<file path="src/rtl/uart_axi_master_bridge_if.sv">
// AXI4-lite master/slave bundle for the UART bridge.
// master: the bridge; slave: the attached AXI target.
interface uart_axi_master_bridge_if;
  logic        awvalid;
  logic        awready;
  logic [31:0] awaddr;
  logic [2:0]  awprot;
  logic        wvalid;
  logic        wready;
  logic [31:0] wdata;
  logic [3:0]  wstrb;
  logic        bvalid;
  logic        bready;
  logic        arvalid;
  logic        arready;
  logic [31:0] araddr;
  logic [2:0]  arprot;
  logic        rvalid;
  logic        rready;
  logic [31:0] rdata;

  modport master (
    output awvalid, awaddr, awprot,
    output wvalid, wdata, wstrb,
    output bready,
    output arvalid, araddr, arprot,
    output rready,
    input  awready, wready, bvalid,
    input  arready, rvalid, rdata
  );

  modport slave (
    input  awvalid, awaddr, awprot,
    input  wvalid, wdata, wstrb,
    input  bready,
    input  arvalid, araddr, arprot,
    input  rready,
    output awready, wready, bvalid,
    output arready, rvalid, rdata
  );
endinterface

</file>
<file path="src/rtl/uart_axi_master_bridge.sv">
// UART byte-frame to AXI4-lite master bridge.
// Ports: clk/resetn, rx byte strobe, tx valid/ready, busy, axi master.
module uart_axi_master_bridge #(
  parameter logic [31:0] RX_TIMEOUT = 32'd100000,
  parameter logic [2:0]  AXI_PROT   = 3'b000
) (
  input  logic       clk,
  input  logic       resetn,
  input  logic       rx_valid,
  input  logic [7:0] rx_data,
  output logic       tx_valid,
  output logic [7:0] tx_data,
  input  logic       tx_ready,
  output logic       busy,
  uart_axi_master_bridge_if.master axi
);

  typedef enum logic [2:0] {
    IDLE,
    ADDR,
    DATA,
    WR,
    WRESP,
    RD,
    RRESP,
    TX
  } state_t;

  state_t      state_q, state_d;
  logic        is_wr_q, is_wr_d;
  logic [1:0]  cnt_q, cnt_d;
  logic [31:0] idle_q, idle_d;
  logic [31:0] addr_q, addr_d;
  logic [31:0] data_q, data_d;
  logic        aw_q, aw_d;
  logic        w_q, w_d;
  logic        ar_q, ar_d;
  logic [31:0] rep_q, rep_d;
  logic [2:0]  rep_n_q, rep_n_d;

  logic idle_last;
  logic aw_fin;
  logic w_fin;

  assign idle_last = (idle_q == RX_TIMEOUT - 32'd1);
  assign aw_fin    = !aw_q || axi.awready;
  assign w_fin     = !w_q || axi.wready;

  always_comb begin
    state_d = state_q;
    is_wr_d = is_wr_q;
    cnt_d   = cnt_q;
    idle_d  = idle_q;
    addr_d  = addr_q;
    data_d  = data_q;
    aw_d    = aw_q;
    w_d     = w_q;
    ar_d    = ar_q;
    rep_d   = rep_q;
    rep_n_d = rep_n_q;
    unique case (state_q)
      IDLE: begin
        if (rx_valid) begin
          if (rx_data == 8'h57 || rx_data == 8'h52) begin
            is_wr_d = (rx_data == 8'h57);
            cnt_d   = 2'd0;
            idle_d  = 32'd0;
            state_d = ADDR;
          end else begin
            rep_d   = {8'h3F, 24'h0};
            rep_n_d = 3'd1;
            state_d = TX;
          end
        end
      end
      ADDR: begin
        if (rx_valid) begin
          addr_d = {addr_q[23:0], rx_data};
          cnt_d  = cnt_q + 2'd1;
          idle_d = 32'd0;
          if (cnt_q == 2'd3) begin
            if (is_wr_q) begin
              state_d = DATA;
            end else begin
              state_d = RD;
              ar_d    = 1'b1;
            end
          end
        end else if (idle_last) begin
          idle_d  = 32'd0;
          state_d = IDLE;
        end else begin
          idle_d = idle_q + 32'd1;
        end
      end
      DATA: begin
        if (rx_valid) begin
          data_d = {data_q[23:0], rx_data};
          cnt_d  = cnt_q + 2'd1;
          idle_d = 32'd0;
          if (cnt_q == 2'd3) begin
            state_d = WR;
            aw_d    = 1'b1;
            w_d     = 1'b1;
          end
        end else if (idle_last) begin
          idle_d  = 32'd0;
          state_d = IDLE;
        end else begin
          idle_d = idle_q + 32'd1;
        end
      end
      WR: begin
        // AW and W channels retire independently
        if (aw_q && axi.awready) aw_d = 1'b0;
        if (w_q && axi.wready) w_d = 1'b0;
        if (aw_fin && w_fin) state_d = WRESP;
      end
      WRESP: begin
        if (axi.bvalid) begin
          rep_d   = {8'h4B, 24'h0};
          rep_n_d = 3'd1;
          state_d = TX;
        end
      end
      RD: begin
        if (axi.arready) begin
          ar_d    = 1'b0;
          state_d = RRESP;
        end
      end
      RRESP: begin
        if (axi.rvalid) begin
          rep_d   = axi.rdata;
          rep_n_d = 3'd4;
          state_d = TX;
        end
      end
      TX: begin
        // reply bytes leave from the top, MSB first
        if (tx_ready) begin
          rep_d   = {rep_q[23:0], 8'h0};
          rep_n_d = rep_n_q - 3'd1;
          if (rep_n_q == 3'd1) state_d = IDLE;
        end
      end
      default: state_d = IDLE;
    endcase
  end

  always_ff @(posedge clk or negedge resetn) begin
    if (!resetn) begin
      state_q <= IDLE;
      is_wr_q <= 1'b0;
      cnt_q   <= 2'd0;
      idle_q  <= 32'd0;
      addr_q  <= 32'd0;
      data_q  <= 32'd0;
      aw_q    <= 1'b0;
      w_q     <= 1'b0;
      ar_q    <= 1'b0;
      rep_q   <= 32'd0;
      rep_n_q <= 3'd0;
    end else begin
      state_q <= state_d;
      is_wr_q <= is_wr_d;
      cnt_q   <= cnt_d;
      idle_q  <= idle_d;
      addr_q  <= addr_d;
      data_q  <= data_d;
      aw_q    <= aw_d;
      w_q     <= w_d;
      ar_q    <= ar_d;
      rep_q   <= rep_d;
      rep_n_q <= rep_n_d;
    end
  end

  assign axi.awvalid = aw_q;
  assign axi.awaddr  = addr_q;
  assign axi.awprot  = AXI_PROT;
  assign axi.wvalid  = w_q;
  assign axi.wdata   = data_q;
  assign axi.wstrb   = {4{w_q}};
  assign axi.bready  = (state_q == WRESP);
  assign axi.arvalid = ar_q;
  assign axi.araddr  = addr_q;
  assign axi.arprot  = AXI_PROT;
  assign axi.rready  = (state_q == RRESP);

  assign tx_valid = (state_q == TX);
  assign tx_data  = rep_q[31:24];
  assign busy     = (state_q != IDLE);

endmodule

</file>
<file path="src/flat_wrapper.sv">
// flat-port wrapper written by rule: the top's interface ports become plain ports
module uart_axi_master_bridge_flat 
#(
  parameter logic [31:0] RX_TIMEOUT = 32'd100000,
  parameter logic [2:0]  AXI_PROT   = 3'b000
)
  (clk, resetn, rx_valid, rx_data, tx_valid, tx_data, tx_ready, busy, axi_awvalid, axi_awaddr, axi_awprot, axi_wvalid, axi_wdata, axi_wstrb, axi_bready, axi_arvalid, axi_araddr, axi_arprot, axi_rready, axi_awready, axi_wready, axi_bvalid, axi_arready, axi_rvalid, axi_rdata);
  uart_axi_master_bridge_if axi_i ();
  input  logic clk;
  input  logic resetn;
  input  logic rx_valid;
  input  logic [7:0] rx_data;
  output logic tx_valid;
  output logic [7:0] tx_data;
  input  logic tx_ready;
  output logic busy;
  output wire logic [$bits(axi_i.awvalid)-1:0] axi_awvalid;
  output wire logic [$bits(axi_i.awaddr)-1:0] axi_awaddr;
  output wire logic [$bits(axi_i.awprot)-1:0] axi_awprot;
  output wire logic [$bits(axi_i.wvalid)-1:0] axi_wvalid;
  output wire logic [$bits(axi_i.wdata)-1:0] axi_wdata;
  output wire logic [$bits(axi_i.wstrb)-1:0] axi_wstrb;
  output wire logic [$bits(axi_i.bready)-1:0] axi_bready;
  output wire logic [$bits(axi_i.arvalid)-1:0] axi_arvalid;
  output wire logic [$bits(axi_i.araddr)-1:0] axi_araddr;
  output wire logic [$bits(axi_i.arprot)-1:0] axi_arprot;
  output wire logic [$bits(axi_i.rready)-1:0] axi_rready;
  input wire logic [$bits(axi_i.awready)-1:0] axi_awready;
  input wire logic [$bits(axi_i.wready)-1:0] axi_wready;
  input wire logic [$bits(axi_i.bvalid)-1:0] axi_bvalid;
  input wire logic [$bits(axi_i.arready)-1:0] axi_arready;
  input wire logic [$bits(axi_i.rvalid)-1:0] axi_rvalid;
  input wire logic [$bits(axi_i.rdata)-1:0] axi_rdata;
  assign axi_awvalid = axi_i.awvalid;
  assign axi_awaddr = axi_i.awaddr;
  assign axi_awprot = axi_i.awprot;
  assign axi_wvalid = axi_i.wvalid;
  assign axi_wdata = axi_i.wdata;
  assign axi_wstrb = axi_i.wstrb;
  assign axi_bready = axi_i.bready;
  assign axi_arvalid = axi_i.arvalid;
  assign axi_araddr = axi_i.araddr;
  assign axi_arprot = axi_i.arprot;
  assign axi_rready = axi_i.rready;
  assign axi_i.awready = axi_awready;
  assign axi_i.wready = axi_wready;
  assign axi_i.bvalid = axi_bvalid;
  assign axi_i.arready = axi_arready;
  assign axi_i.rvalid = axi_rvalid;
  assign axi_i.rdata = axi_rdata;
  uart_axi_master_bridge #(.RX_TIMEOUT(RX_TIMEOUT), .AXI_PROT(AXI_PROT)) u_core (.clk(clk), .resetn(resetn), .rx_valid(rx_valid), .rx_data(rx_data), .tx_valid(tx_valid), .tx_data(tx_data), .tx_ready(tx_ready), .busy(busy), .axi(axi_i));
endmodule
</file>
<file path="config.mk">
export PLATFORM = sky130hd
export DESIGN_NAME = uart_axi_master_bridge_flat
export DESIGN_NICKNAME = d
export VERILOG_FILES = /design/src/rtl/uart_axi_master_bridge_if.sv /design/src/rtl/uart_axi_master_bridge.sv /design/src/flat_wrapper.sv
export SDC_FILE = /design/constraint.sdc
export NUM_CORES = 1
export LEC_CHECK = 0
export BUFFER_PORTS_ARGS = -buffer_cell sky130_fd_sc_hd__buf_4
export CORE_AREA = 8 8 99 169
export DETAILED_ROUTE_END_ITERATION = 8
export DIE_AREA = 0 0 107 177
export GPL_ROUTABILITY_DRIVEN = 0
export PLACE_DENSITY = 0.76
export SYNTH_ARGS = -nofsm -noshare
export SYNTH_HDL_FRONTEND = slang
export SYNTH_SLANG_ARGS = --single-unit
</file>
<file path="constraint.sdc">
create_clock -name clk -period 2 [get_ports clk]
set_input_delay 0.1 -clock clk [delete_from_list [all_inputs] [get_ports clk]]
set_output_delay 0.1 -clock clk [all_outputs]
set_load 0.02 [all_outputs]
</file>
# After elaboration in Yosys (flattened, before gate mapping)
# Index checks and enable logic that the tools add are counted.
[word_totals]
ff_bits = 140
latchBits = 0
ramBits = 0
mem_bits_ro = 0
elab_cells = 117
n_memories = 0
[op_classes]
add_sub_neg = 3
multipliers = 0
div = 0
magnitude_cmp = 0
n_eq_ne = 31
shifts = 0
muxes = 47
n_bitwise = 0
n_reduce_logical = 25
[op_table]
columns = ["cell", "count"]
rows = [
  ["32-bit two-way mux", 9],
  ["32-bit one-hot mux with 4 select lines", 1],
  ["32-bit one-hot mux with 2 select lines", 1],
  ["3-bit two-way mux", 19],
  ["32-bit by 1-bit adder with 32-bit output (second input constant)", 1],
  ["32-bit by 17-bit equality test with 1-bit output (second input constant)", 1],
  ["3-bit one-hot mux with 8 select lines", 1],
  ["2-bit by 1-bit != test with 1-bit output (second input constant)", 11],
  ["8-bit by 7-bit equality test with 1-bit output (second input constant)", 2],
  ["3-bit equality test (second input constant)", 4],
  ["2-bit != test (second input constant)", 6],
  ["3-bit one-hot mux with 4 select lines", 1],
  ["4-bit AND reduction", 3],
  ["9-bit AND reduction", 1],
  ["1-bit two-way mux", 8],
  ["3-bit by 1-bit equality test with 1-bit output (second input constant)", 2],
  ["3-bit by 2-bit equality test with 1-bit output (second input constant)", 2],
  ["2-bit two-way mux", 3],
  ["3-bit by 2-bit != test with 1-bit output (second input constant)", 2],
  ["1-bit one-hot mux with 2 select lines", 3],
  ["3-bit AND reduction", 2],
  ["6-bit AND reduction", 1],
  ["2-bit nonzero test", 3],
  ["5-bit AND reduction", 1],
  ["12 further kinds", 18],
]

# Depth between registers and ports, before layout
[logic_depth]
ltp_word = 5
mapped_depth = 8
mapped_depth_nobuf = 7

# Least setup slack after synthesis
# Ideal clock, no wire load.
[synth_timing]
path_kind = "register to register"
from = "register u_core.idle_q[0]"
to = "register u_core.idle_q[26]"
setup_time_ns = 0.077
t_arrival_ns = 1.900
t_required_ns = 1.923
path_slack_ns = 0.023
stages_incl_launch_ff = 8
n_path_buf = 1
synth_period_minus_slack_ns = 1.977
path_cell_list = "dfrtp_1 ha_1 and4_1 and3_1 buf_2 nand4_1 or4_1 a21oi_1"
[synth_via]
elab_chain_cells = 4
elab_cells_between_ends = 5
cone_classes = "1 x add/sub; 1 x eq/ne; 3 x mux"
[synth_lines]
columns = ["item", "line_no", "rtl"]
rows = [
  ["start, declared", "uart_axi_master_bridge.sv:32", "logic [31:0] idle_q, idle_d;"],
  ["start signal, assigned", "uart_axi_master_bridge.sv:168", "idle_q <= idle_d;"],
  ["32-bit by 1-bit adder with 32-bit output / 32-bit by 17-bit equality test with 1-bit output (equally long branches)", "uart_axi_master_bridge.sv:93, uart_axi_master_bridge.sv:110, uart_axi_master_bridge.sv:45", ""],
  ["32-bit two-way mux (*)", "uart_axi_master_bridge.sv:89, uart_axi_master_bridge.sv:106", ""],
  ["32-bit two-way mux (*)", "uart_axi_master_bridge.sv:77", "if (rx_valid) begin"],
  ["32-bit one-hot mux with 2 select lines (*)", "uart_axi_master_bridge.sv:61", "unique case (state_q)"],
]
# Mark *: on every way between the ends. The rest lies on a longest branch, timed or not.
# A chain may end at the register's enable or synchronous reset.

# Worst setup path after layout
[layout_timing]
from = "register u_core.idle_q[20]"
to = "register u_core.idle_q[10]"
[layout_via]
elab_chain_cells = 4
[layout_lines]
columns = ["item", "line_no", "rtl"]
rows = [
  ["32-bit by 17-bit equality test with 1-bit output", "uart_axi_master_bridge.sv:45", "assign idle_last = (idle_q == RX_TIMEOUT - 32'd1);"],
  ["32-bit two-way mux", "uart_axi_master_bridge.sv:89, uart_axi_master_bridge.sv:106", ""],
  ["32-bit two-way mux", "uart_axi_master_bridge.sv:77", ""],
  ["32-bit one-hot mux with 2 select lines", "uart_axi_master_bridge.sv:61", ""],
]
# No other way between the ends.

==> run_summary.xml <==
<?xml version="1.0" encoding="UTF-8"?>
<metrics>
  <group name="timing">
    <metric name="worst_slew_pin_slew" unit="ns">0.5652</metric>
    <metric name="post-route-period-util" unit="">1.022</metric>
    <metric name="setup-violations-final" unit="">6</metric>
    <metric name="grt_setup_unrepaired" unit="">true</metric>
    <metric name="maxClockFrequency" unit="MHz">489.0</metric>
    <metric name="post-route-worst-setup-slack" unit="ns">-0.04499</metric>
    <metric name="slew_viol_final" unit="">0</metric>
    <metric name="finalCriticalPeriod" unit="ns">2.045</metric>
    <metric name="sum_of_negative_setup_slack" unit="ns">-0.1475</metric>
    <metric name="final-hold-violation-count" unit="">0</metric>
    <metric name="timing.max_slew.rel_slack" unit="">0.6232</metric>
    <metric name="clock_skew" unit="ns">0.009741</metric>
  </group>
  <group name="power_and_ir_drop">
    <metric name="vdd_ir_drop_max" unit="mV">0.8845</metric>
    <metric name="internal_power" unit="uW">8284</metric>
    <metric name="powerDensity" unit="mW/mm^2">1488</metric>
    <metric name="power.share.combinational" unit="">0.454</metric>
    <metric name="net_switching_share_of_the_total_power" unit="">0.4029</metric>
    <metric name="total_switching_power" unit="uW">5588</metric>
    <metric name="total_power" unit="uW">13870</metric>
    <metric name="clock_network_fraction_of_design_power" unit="">0.227</metric>
    <metric name="leakage" unit="uW">0.004369</metric>
    <metric name="p_seq_frac" unit="">0.320</metric>
  </group>
  <group name="synthesis">
    <metric name="ys_seq_elements" unit="">140</metric>
    <metric name="synth_top_cell_by_area" unit="">sky130_fd_sc_hd__dfrtp_1</metric>
    <metric name="synth_cells" unit="">643</metric>
    <metric name="async_flop_share" unit="">1.000</metric>
    <metric name="synth_flop_cell" unit="">sky130_fd_sc_hd__dfrtp_1</metric>
    <metric name="ys_warn_count" unit="">0</metric>
    <metric name="yosys-top-cells-area" unit="">sky130_fd_sc_hd__dfrtp_1 (52%), sky130_fd_sc_hd__mux2_2 (11%), sky130_fd_sc_hd__buf_4 (5.5%)</metric>
    <metric name="synth-edff-count" unit="">0</metric>
    <metric name="mappedNetlistArea" unit="sq mm">0.006785</metric>
    <metric name="synth.top_cell.area_share" unit="">0.5163</metric>
    <metric name="yosysSeqAreaShare" unit="">0.5163</metric>
    <metric name="synth_cell_type_count" unit="">59</metric>
    <metric name="synth_area_per_cell" unit="sq um">10.55</metric>
  </group>
  <group name="flow_run">
    <metric name="timing.max_cap.violations" unit="">0</metric>
  </group>
  <group name="setup_path">
    <metric name="startpoint_type_of_the_worst_setup_path" unit="">register</metric>
    <metric name="arrival" unit="ns">2.35</metric>
    <metric name="critical_path_class" unit="">reg2reg</metric>
    <metric name="worstSetupStartpoint" unit="">u_core.idle_q[20]</metric>
    <metric name="worstPathBufferInverterCount" unit="">1</metric>
    <metric name="critical_path.max_stage_delay" unit="ns">0.56</metric>
    <metric name="path_delay_family" unit="">simple AND/OR/NAND/NOR gates</metric>
    <metric name="required" unit="ns">2.30</metric>
    <metric name="worstSetupEndpointType" unit="">register</metric>
    <metric name="worst_path_max_delay_cell" unit="">sky130_fd_sc_hd__or4_4</metric>
    <metric name="worstReg2RegStart" unit="">u_core.idle_q[20]</metric>
    <metric name="cp_max_fo" unit="">8</metric>
    <metric name="cp_cell_sequence" unit="">or4_4 &gt; nor4_4 &gt; a21boi_2 &gt; buf_6 &gt; a21o_1 &gt; a22o_1</metric>
  </group>
  <group name="drt">
    <metric name="drt-total-wl" unit="um">18960</metric>
    <metric name="antenna_left" unit="">0</metric>
    <metric name="dr.first_iter.drc_count" unit="">320</metric>
    <metric name="drc" unit="">0</metric>
    <metric name="detail_route.first_pass.iterations" unit="">5</metric>
    <metric name="drt-wirelength-per-cell" unit="um">18.33</metric>
    <metric name="routed-via-count" unit="">5783</metric>
    <metric name="routed_via_density" unit="">5.593</metric>
  </group>
  <group name="clock_tree">
    <metric name="cts.htree.levels" unit="">4</metric>
    <metric name="clock_tree_from_tritoncts" unit="">done</metric>
    <metric name="cts.root.buffer_cell" unit="">sky130_fd_sc_hd__clkbuf_16</metric>
    <metric name="cts_inserted_buffers" unit="">17</metric>
    <metric name="cts.reportedPaths.clkPinSlew" unit="ns">0.06</metric>
    <metric name="clock_insertion_delay_at_the_later_pin_of_the_skew_report" unit="ns">0.42</metric>
    <metric name="cts_buffer_depth" unit="">2</metric>
    <metric name="cts.sink_count" unit="">140</metric>
  </group>
  <group name="floorplanning">
    <metric name="floorplan.initialDensity" unit="">0.4666</metric>
    <metric name="io_pins" unit="">170</metric>
    <metric name="die_extent_in_y" unit="um">177</metric>
    <metric name="std_cell_rows" unit="">59</metric>
    <metric name="die_width" unit="um">107</metric>
    <metric name="die_area" unit="sq mm">0.01894</metric>
    <metric name="fp.coreArea" unit="sq mm">0.01454</metric>
  </group>
  <group name="place">
    <metric name="detailedPlace.worstSlack" unit="ns">-0.09332</metric>
    <metric name="dpl.cell_count" unit="">959</metric>
    <metric name="port_buffers" unit="">163</metric>
    <metric name="post_dp_hpwl" unit="um">12900</metric>
    <metric name="placed_area" unit="sq mm">0.008204</metric>
  </group>
  <group name="layout">
    <metric name="instances_no_fill" unit="">1034</metric>
    <metric name="drive_gt1_frac" unit="">0.4148</metric>
    <metric name="area.growth.synth_to_final" unit="%">37.41</metric>
    <metric name="design.final.nets" unit="">891</metric>
    <metric name="n_antenna_cell" unit="">0</metric>
    <metric name="filler_cell_count" unit="">1053</metric>
    <metric name="stdcell_area" unit="sq mm">0.009324</metric>
  </group>
  <group name="global_routing">
    <metric name="globalRoute.totalOverflow" unit="">0</metric>
    <metric name="grt_first_pass_wirelength" unit="um">29530</metric>
    <metric name="via_count_of_the_first_global_routing_pass" unit="">5827</metric>
    <metric name="grt_antenna_before_repair" unit="">0</metric>
    <metric name="grt.total_usage" unit="">0.1935</metric>
    <metric name="grt_start_max_net_pins" unit="">61</metric>
  </group>
  <group name="status">
    <metric name="violations" unit="">negative setup slack</metric>
    <metric name="status" unit="">complete, but fails checks</metric>
  </group>
  <group name="min_path">
    <metric name="hold_path.startpoint" unit="">axi_rdata[21]</metric>
    <metric name="timing.hold.worst.class" unit="">in2reg</metric>
  </group>
</metrics>
per-stage QoR:
step / util / hold WS, ns
final: 0.6411 / 0.01081
after global routing: 0.6411 / 0.007970
after CTS: 0.6312 / 0.004054
after detailed placement: 0.5641 / 0.1126
after global placement: 0.5641 / 0.1107
after floorplan: - / -0.1956
cell type report:
| type | instances | area (sq um) | share of cell area |
|---|---|---|---|
| clock buffer | 18 | 439.2 | 0.04710 |
| tap | 183 | 229.0 | 0.02456 |
| sequential | 140 | 3503 | 0.3757 |
| timing repair inverter | 1 | 5.005 | 0.0005368 |
| clock inverter | 14 | 152.6 | 0.01637 |
| inverter | 16 | 65.06 | 0.006978 |
| timing repair buffer | 254 | 2081 | 0.2232 |
| multi-input combinational | 408 | 2849 | 0.3056 |
power by group through the flow:
stage	sequential [uW]	combinational [uW]	clock (uW)
after global routing	4570	6770	3310
after floorplan	4950	3330	0
after detailed placement	4460	6120	0
after CTS	4420	6250	3190
final	4440	6290	3140
after global placement	4390	5970	0
flip-flops by register name, indices dropped and copies added (netlist names):
signal / cells
u_core.axi.araddr: 32
u_core.axi.arvalid: 1
u_core.axi.awvalid: 1
u_core.axi.wdata: 32
u_core.axi.wvalid: 1
u_core.cnt_q: 2
u_core.idle_q: 32
u_core.is_wr_q: 1
u_core.rep_n_q: 3
u_core.rep_q: 32
u_core.state_q: 3
cell usage in the layout (no fill, tap or decap), drive strengths merged, types with 3 or more instances in the layout:
master,Yosys,layout
buf,67,220
o22ai,4,4
a21oi,30,30
a22oi,18,18
nor4,3,3
conb,1,6
dfrtp,140,140
nor2b,4,4
nand2b,4,4
a21o,6,6
a31oi,9,9
nand4,14,14
dlygate4sd3,0,34
mux2,67,67
or4,11,11
xor2,4,4
o21ai,57,57
ha,4,4
o31ai,7,7
or3,7,7
nand2,69,69
a22o,5,5
and3,5,5
clkinv,0,5
nor2,25,25
inv,16,22
clkinvlp,0,3
and4,5,5
clkbuf,17,18
nor3,5,5
nand3,8,8
repair_timing:
item,CTS,global route
resized for setup,7,27
pin swaps,4,13
hold endpoints to repair,98,0
buffers inserted,2,6
hold buffers,34,0
setup endpoints to repair,20,40
cloned,0,1
synthesized netlist by cell type, drive strengths merged, types with 3 or more instances:
library cell	count
o22ai	4
o31ai	7
nand4	14
o21ai	57
nor2b	4
nor4	3
ha	4
nand2b	4
inv	16
or4	11
xor2	4
and4	5
clkbuf	17
nand3	8
nand2	69
a21oi	30
dfrtp	140
a31oi	9
or3	7
a22o	5
nor2	25
a22oi	18
buf	67
a21o	6
nor3	5
mux2	67
and3	5
logic make-up (layout without fill, tap and decap cells):
| kind of cell | Yosys count | after routing | synth area share |
|---|---|---|---|
| adder cells (fa/ha/maj) | 4 | 4 | 0.007376 |
| XOR/XNOR | 6 | 6 | 0.007745 |
| other | 1 | 6 | 0.0005527 |
| buffers and inverters | 100 | 303 | 0.08537 |
| multiplexers | 69 | 69 | 0.1141 |
| AO/OA/AOI/OAI | 153 | 153 | 0.1377 |
| AND/OR/NAND/NOR | 170 | 170 | 0.1307 |
| flip-flops | 140 | 140 | 0.5163 |
per-layer routing:
layer | GRT usage | part of all wire | vias to the layer above
met2 | 0.3514 | 0.55 | 251
met1 | 0.2034 | 0.36 | 2837
li1 | - | - | 2654
met3 | 0.04996 | 0.070 | 41
met5 | 0 | 0 | -
met4 | 0.08437 | 0.025 | 0
tightest hold or removal path, delay by kind of cell:
family	cells	cell delay [ns]
compound gates	2	0.20
buf+inv	1	0.08
path summary, 6_finish.rpt:
path | cells past startpoint | slack [ns] | endpoint
max | 6 | -0.04 | u_core.idle_q[10]
min in group asynchronous | 2 | 0.22 | u_core.axi.araddr[22]
min reg2reg | 2 | 0.48 | u_core.rep_q[10]
max in group asynchronous | 3 | 1.13 | u_core.rep_q[19]
max reg2reg | 6 | -0.04 | u_core.idle_q[10]
min | 3 | 0.01 | u_core.rep_q[21]
No activity file was read; power rests on OpenSTA's default activity.
